<file path="src/rtl/seq_det_pkg.sv">
// Shared definitions for the 1010 generator and detector blocks: state
// encodings, the pattern itself and the Moore output decode.
package seq_det_pkg;

    typedef enum logic [2:0] {
        ST_IDLE  = 3'b000,
        ST_S1    = 3'b001,
        ST_S10   = 3'b010,
        ST_S101  = 3'b011,
        ST_S1010 = 3'b100,
        ST_GAP   = 3'b101,
        ST_DONE  = 3'b110
    } state_t;

    localparam logic [3:0] PATTERN = 4'b1010;

    // Serial bit carried by each state; pattern states walk PATTERN MSB first.
    function automatic logic state_op(input state_t st);
        logic bit_out;
        bit_out = 1'b0;
        case (st)
            ST_S1:    bit_out = PATTERN[3];
            ST_S10:   bit_out = PATTERN[2];
            ST_S101:  bit_out = PATTERN[1];
            ST_S1010: bit_out = PATTERN[0];
            default:  bit_out = 1'b0;
        endcase
        return bit_out;
    endfunction

endpackage

</file>
<file path="src/rtl/seq_gen_dcnt.sv">
// Loadable down-counter with clear, load and decrement; saturates at zero.
module seq_gen_dcnt #(
    parameter int W = 4
) (
    input  logic         clk,
    input  logic         rst,
    input  logic         clear,
    input  logic         load,
    input  logic         dec,
    input  logic [W-1:0] load_val,
    output logic [W-1:0] value,
    output logic         zero
);

    always_ff @(posedge clk) begin
        if (rst || clear) begin
            value <= '0;
        end else if (load) begin
            value <= load_val;
        end else if (dec && (value != '0)) begin
            value <= value - W'(1);
        end
    end

    assign zero = (value == '0);

endmodule

</file>
<file path="src/rtl/moore_1010_seq_gen.sv">
// Serial 1010 frame transmitter: Count copies of the pattern separated by Gap
// zero bits, followed by a one-cycle Done. Outputs are registered Moore decodes.
module moore_1010_seq_gen
    import seq_det_pkg::*;
#(
    parameter int CNT_W = 4,
    parameter int GAP_W = 3
) (
    input  logic             Clk,
    input  logic             Rst,
    input  logic             Start,
    input  logic [CNT_W-1:0] Count,
    input  logic [GAP_W-1:0] Gap,
    input  logic             Abort,
    output logic             OP,
    output logic             Valid,
    output logic             Busy,
    output logic             Done,
    output logic [2:0]       CS,
    output logic [2:0]       NS
);

    state_t           state_q;
    state_t           state_d;
    logic [GAP_W-1:0] gap_lat;
    logic [CNT_W-1:0] frm_cnt;
    logic             frm_zero;
    logic [GAP_W-1:0] gap_cnt;
    logic             gap_zero;
    logic             start_ok;
    logic             abort_ok;
    logic             last_pat;

    assign start_ok = (state_q == ST_IDLE) && Start && (Count != '0);
    assign abort_ok = (state_q != ST_IDLE) && Abort;
    assign last_pat = frm_zero || (frm_cnt == CNT_W'(1));

    always_comb begin
        state_d = ST_IDLE;
        case (state_q)
            ST_IDLE:  state_d = start_ok ? ST_S1 : ST_IDLE;
            ST_S1:    state_d = ST_S10;
            ST_S10:   state_d = ST_S101;
            ST_S101:  state_d = ST_S1010;
            ST_S1010: begin
                if (last_pat)
                    state_d = ST_DONE;
                else if (gap_lat == '0)
                    state_d = ST_S1;
                else
                    state_d = ST_GAP;
            end
            // Counter was loaded with Gap, so leaving at 1 yields exactly Gap zeros.
            ST_GAP:   state_d = (gap_zero || (gap_cnt == GAP_W'(1))) ? ST_S1 : ST_GAP;
            ST_DONE:  state_d = ST_IDLE;
            default:  state_d = ST_IDLE;
        endcase
        if (abort_ok || Rst)
            state_d = ST_IDLE;
    end

    seq_gen_dcnt #(.W(CNT_W)) u_frm_cnt (
        .clk      (Clk),
        .rst      (Rst),
        .clear    (abort_ok),
        .load     (start_ok),
        .dec      (state_q == ST_S1010),
        .load_val (Count),
        .value    (frm_cnt),
        .zero     (frm_zero)
    );

    seq_gen_dcnt #(.W(GAP_W)) u_gap_cnt (
        .clk      (Clk),
        .rst      (Rst),
        .clear    (abort_ok),
        .load     ((state_q == ST_S1010) && !last_pat && (gap_lat != '0)),
        .dec      (state_q == ST_GAP),
        .load_val (gap_lat),
        .value    (gap_cnt),
        .zero     (gap_zero)
    );

    // Outputs are registered from the next state so they track the state register exactly.
    always_ff @(posedge Clk) begin
        if (Rst) begin
            state_q <= ST_IDLE;
            gap_lat <= '0;
            OP      <= 1'b0;
            Valid   <= 1'b0;
            Busy    <= 1'b0;
            Done    <= 1'b0;
        end else begin
            state_q <= state_d;
            if (start_ok)
                gap_lat <= Gap;
            else if (abort_ok)
                gap_lat <= '0;
            OP      <= state_op(state_d);
            Valid   <= (state_d != ST_IDLE) && (state_d != ST_DONE);
            Busy    <= (state_d != ST_IDLE);
            Done    <= (state_d == ST_DONE);
        end
    end

    assign CS = state_q;
    assign NS = state_d;

endmodule

</file>
<file path="config.mk">
export PLATFORM = sky130hd
export DESIGN_NAME = moore_1010_seq_gen
export DESIGN_NICKNAME = d
export VERILOG_FILES = /design/src/rtl/seq_det_pkg.sv /design/src/rtl/seq_gen_dcnt.sv /design/src/rtl/moore_1010_seq_gen.sv
export SDC_FILE = /design/constraint.sdc
export NUM_CORES = 1
export LEC_CHECK = 0
export CORE_MARGIN = 2
export CORE_UTILIZATION = 53
export DETAILED_ROUTE_END_ITERATION = 6
export HOLD_SLACK_MARGIN = 0.1
export PLACE_DENSITY = 0.8
export SLEW_MARGIN = 20
export SYNTH_ARGS = -nofsm -noshare
export SYNTH_HDL_FRONTEND = slang
export SYNTH_SLANG_ARGS = --single-unit
</file>
<file path="constraint.sdc">
create_clock -name Clk -period 3.6 [get_ports Clk]
set_input_delay 0.72 -clock Clk [delete_from_list [all_inputs] [get_ports Clk]]
set_output_delay 0.72 -clock Clk [all_outputs]
set_load 0.01 [all_outputs]
</file>
# Word-level counts from Yosys, hierarchy flattened
# Cells that the tools add are included.
[classes]
n_eq_ne = 11
muxes = 13
reduce_logical = 26
add_sub_neg = 2
[ops]
columns = ["op", "n"]
rows = [
  ["$mux 3", 8],
  ["$pmux 3 s6", 1],
  ["$reduce_bool 3->1", 4],
  ["$eq 3x1->1 const B", 3],
  ["$eq 3x2->1 const B", 3],
  ["$eq 3x3->1 const B", 3],
  ["$logic_not 3->1", 3],
  ["$logic_and 1x1->1", 8],
  ["$mux 4", 2],
  ["$reduce_bool 4->1", 2],
  ["$reduce_bool 2->1", 3],
  ["$eq 4x1->1 const B", 1],
  ["$logic_not 4->1", 1],
  ["$sub 4x1->4 const B", 1],
  ["$logic_or 1x1->1", 3],
  ["$ne 3x3->1 const B", 1],
  ["$sub 3x1->3 const B", 1],
  ["$mux 1", 2],
  ["$reduce_or 2->1", 1],
  ["$logic_not 1->1", 1],
]
[word_totals]
regBits = 17
input_bits = 11
output_inout_bits = 10

# Depth between registers and ports, before layout
# Gate-level depths: netlist (run 1).
[depth]
depth_word = 9
ltp_mapped = 6
mapped_depth_nobuf = 6

# Cells and area by module
# From an unflattened synthesis (run 1), not the netlist that was laid out.
[hier_totals]
cells_unflattened = 111
hier_area_um2 = 959.7
[modules_own_cells]
columns = ["module", "cells_per_inst", "area_per_inst_um2", "seq_area_each_um2", "n_inst"]
rows = [
  ["moore_1010_seq_gen", 58, 514.2, 200.2, 1],
  ["seq_gen_dcnt at u_frm_cnt", 31, 259.0, 80.1, 1],
  ["seq_gen_dcnt at u_gap_cnt", 22, 186.4, 60.1, 1],
]

# Worst setup path before layout (run 1)
# OpenSTA, ideal clock, no wires.
[synth_timing]
path_kind = "in2out"
startpoint = "input port Count[1]"
endpoint = "output port NS[0]"
t_required_ps = 2880
setup_slack_ps = 1190
t_arrival_ps = 1690
n_path_buf = 0
path_stages = 4
path_cell_list = "or4_4 > and2_4 > nor3_4 > nor2_1"
[synth_via]
elab_chain_cells = 5
[synth_rtl]
columns = ["item", "line", "text"]
rows = [
  ["from (decl)", "moore_1010_seq_gen.sv:12", "input logic [CNT_W-1:0] Count,"],
  ["$reduce_bool 4->1", "moore_1010_seq_gen.sv:34", "assign start_ok = (state_q == ST_IDLE) && Start && (Count != '0);"],
  ["$logic_and 1x1->1", "moore_1010_seq_gen.sv:34", ""],
  ["$mux 1", "moore_1010_seq_gen.sv:41", "ST_IDLE: state_d = start_ok ? ST_S1 : ST_IDLE;"],
  ["$pmux 3 s6", "moore_1010_seq_gen.sv:40", "case (state_q)"],
  ["$mux 3", "moore_1010_seq_gen.sv:58", "if (abort_ok || Rst)"],
  ["to (decl)", "moore_1010_seq_gen.sv:20", "output logic [2:0] NS"],
]
# No other way between the ends.

# Final worst setup path (run 1)
# Same ends and word-level chain as after synthesis.

==> out/metrics.csv, run 1 <==
metric,value,unit
status,finished clean,
initial antenna violation count,0,
DRT iter0 DRCs,23,
post-synthesis sequential area ratio,34.3,%
Initial Util,56.8,%
Sink Count,17,
setup violators final,0,
CTS hold repair buffers,0,
FMAX,295,MHz
TritonCTS clock tree,done,
hold_sp,u_gap_cnt.value[1],
Yosys cell types,40,
CTS H-tree depth,1,
Syn Inst Count,114,
hold crit path type,register to register,
Fill cells,147,
FF-to-FF setup slack,1.87,ns
Flop pwr share,45.7,%
simple-gate share of the synthesized area,27.5,%
Detailed Place HPWL,1.68,mm
grt ovf,0,
number of synthesized flops with an enable pin,0,
Post-CTS Setup Bufs,0,
PortBufs,20,
top cell type's share of synthesized area,34.3,%
Area contributors post-synth,"dfxtp_1, ha_1, nor2_1",
Internal,0.345,mW
reg-to-reg startpoint,u_frm_cnt.value[0],
CTS Root Cell,clkbuf_4,
Mapped Area,991,sq um
largest net degree at the start of global routing,15,
cts repair resizes,0,
Crit path required time,2.88,ns
drt via density,5.72,
Max-Slew Margin vs Limit,68.5,%
Max Slew Vio Count,0,
Pleak,0.439,nW
Final #Nets,152,
Clock Latency Late Sink,0.29,ns
vias in the first global route,887,
die area,2230,sq um
clock tree buffer depth,2,
worst clock skew,0.00650,ns
CP Capture Type,output pin,
Die Height,47.2,microns
Peak VDD IR,0.343,mV
"Arr. time, crit path",2.66,ns
layout cells sized above 1,12.6,%
Post-Layout Cell Count,160,
Compound-Gate Fraction of Synth Area,26.6,%
total vias in the final route,915,
crit-path max FO,4,
crit share post-route,94.0,%
Worst-path clk slew,0.09,ns
antenna cells,0,
MaxCap Viol Count,0,
worst hold path depth,2,
xor and xnor fraction of the mapped netlist area,0,%
Adder-Cell Fraction of Synth Area,6.31,%
post-synthesis mux area share,1.01,%
DRC viols,0,
Num CTS Buffers,3,
Post-Place Cells,156,
first-pass GRT wire length,3.63,mm
CP Class,input pin to output pin,
Std-Cell Core Area,1750,sq um
final setup TNS,0,ns
P per Cell Area,423,nW/um^2
antenna-violating nets left,0,
main combinational cell family by area after synthesis,simple AND/OR/NAND/NOR gates,
FF-to-FF path depth,6,
gr usage total,23.2,%
Sw Pwr,0.177,mW
hold path endpoint,u_gap_cnt.value[1],
boundary pin count,21,
Final Hold Fails,0,
area delta synth->final,24.5,%
Pre-antenna DRT Iters,4,
"FF+latch count, synth",17,
Synth Net Count,130,
synth warn,0,
switch share,33.9,%
RSZ-0062 raised after global routing,no,
CP Launch Type,input pin,
worst slew pin tran,0.472,ns
time the worst path needs with I/O delays and setup,3.38,ns
combinational share of power,35.0,%
die extent in x,47.2,microns
Main synth FF type,dfxtp_1,
WL final,2.14,mm
Placement Rows,15,
biggest area consumer among synthesized cells,dfxtp_1,
Reg-to-Reg End,OP,
WL per Instance,13.3,microns
Clock power frac,19.3,%
"FFs w/ async S/R, synth",0,%
RePlAce Congestion,0.821,
syn_area_per_cell,8.69,sq um
## routing by layer
metal / share of wire [%] / global-route usage, %
met1: 44 / 28.0
met3: 3.2 / 4.62
met5: 0 / 0
met2: 51 / 39.7
met4: 1.4 / 10.0
## sequential cells by signal, indices dropped and copies added, names as in the netlist
| name | cells |
|---|---|
| Valid | 1 |
| CS | 3 |
| Done | 1 |
| u_frm_cnt.value | 4 |
| gap_lat | 3 |
| OP | 1 |
| u_gap_cnt.value | 3 |
| Busy | 1 |
## metrics by stage
stage / hold slack [ns] / cell area [sq um] / utilization, % / setup slack [ns] / power (mW)
final: 0.519 / 1230 / 70.7 / 0.215 / 0.522
after global routing: 0.557 / 1230 / 70.7 / 0.128 / 0.555
after CTS: 0.520 / 1230 / 70.7 / 0.201 / 0.527
after detailed placement: 0.502 / 1210 / 69.2 / 0.209 / 0.426
after global placement: 0.483 / 1210 / 69.2 / 0.268 / 0.422
after floorplan: 0.460 / 991 / - / 1.19 / 0.356
## critical path, stage by stage
cell and delay (ns):
clkdlybuf4s50_1 0.43, or4_4 0.57, and2_4 0.20, nor3_4 0.18, nor2_1 0.07, clkdlybuf4s50_1 0.49
## layout by cell type (no fill, tap or decap), types with 2 or more instances in the layout
cell             netlist  final
o21ai_0                5      5
nor4_1                 2      2
a21o_1                 2      2
dfxtp_1               17     17
a31oi_1                3      3
nor3b_2                2      2
nand3b_1               2      2
o31a_1                 2      2
clkbuf_4               0      3
nor2_1                16     16
a21oi_1                8      8
o21ai_1                2      2
a22oi_1                6      6
nand3_1                4      4
nand2b_1               4      4
nand2_1                5      5
inv_1                  5      5
ha_1                   5      5
clkdlybuf4s50_1        0     20
## Yosys cell counts (2+ instances only)
master and instances:
buf_2 2, o21ai_0 5, nand3_1 4, a21o_1 2
o21ai_1 2, ha_1 5, nor2_1 16, nand3b_1 2
nand2_1 5, nor3b_2 2, nand2b_1 4, nor4_1 2
dfxtp_1 17, a22oi_1 6, inv_1 5, a31oi_1 3
a21oi_1 8, o31a_1 2
## worst max path at each step
| stage | slack, ns | to | start |
|---|---|---|---|
| detailed placement | 0.21 | NS[0] | Count[1] |
| CTS | 0.20 | NS[0] | Count[1] |
| finish | 0.22 | NS[0] | Count[1] |
| global route | 0.13 | NS[0] | Count[1] |
| floorplan | 1.19 | NS[0] | Count[1] |
| global placement | 0.27 | NS[0] | Count[1] |
## cells by family after synthesis
family          after synthesis
flops                        17
simple gates                 45
mux                           1
buf+inv                       9
fa+ha+maj                     5
compound gates               37
## power by group through the flow
stage          sequential (mW)  clock (mW)  combinational [mW]
2_1_floorplan            0.235           0               0.120
3_3_place_gp             0.242           0               0.179
3_5_place_dp             0.243           0               0.183
4_1_cts                  0.238       0.105               0.185
5_1_grt                  0.244       0.110               0.201
6_report                 0.238       0.101               0.183
## area by class of cell
cell class,instances,area [sq um],area share (%)
multi-input combinational,88,609,49.4
clock buffer,4,26.3,2.13
timing repair buffer,21,208,16.8
sequential,17,340,27.6
inverter,5,18.8,1.52
tap,25,31.3,2.54
No activity file was read; power rests on OpenSTA's default activity.
==> run 2: changes to the inputs <==
--- a/config.mk
+++ b/config.mk
@@ -5,6 +5,7 @@
 export SDC_FILE = /design/constraint.sdc
 export NUM_CORES = 1
 export LEC_CHECK = 0
+export CAP_MARGIN = 5
 export CORE_MARGIN = 2
 export CORE_UTILIZATION = 53
 export DETAILED_ROUTE_END_ITERATION = 6
==> results of run 2 <==
Same layout as run 1: the final DEF is identical, and so are final timing and power.
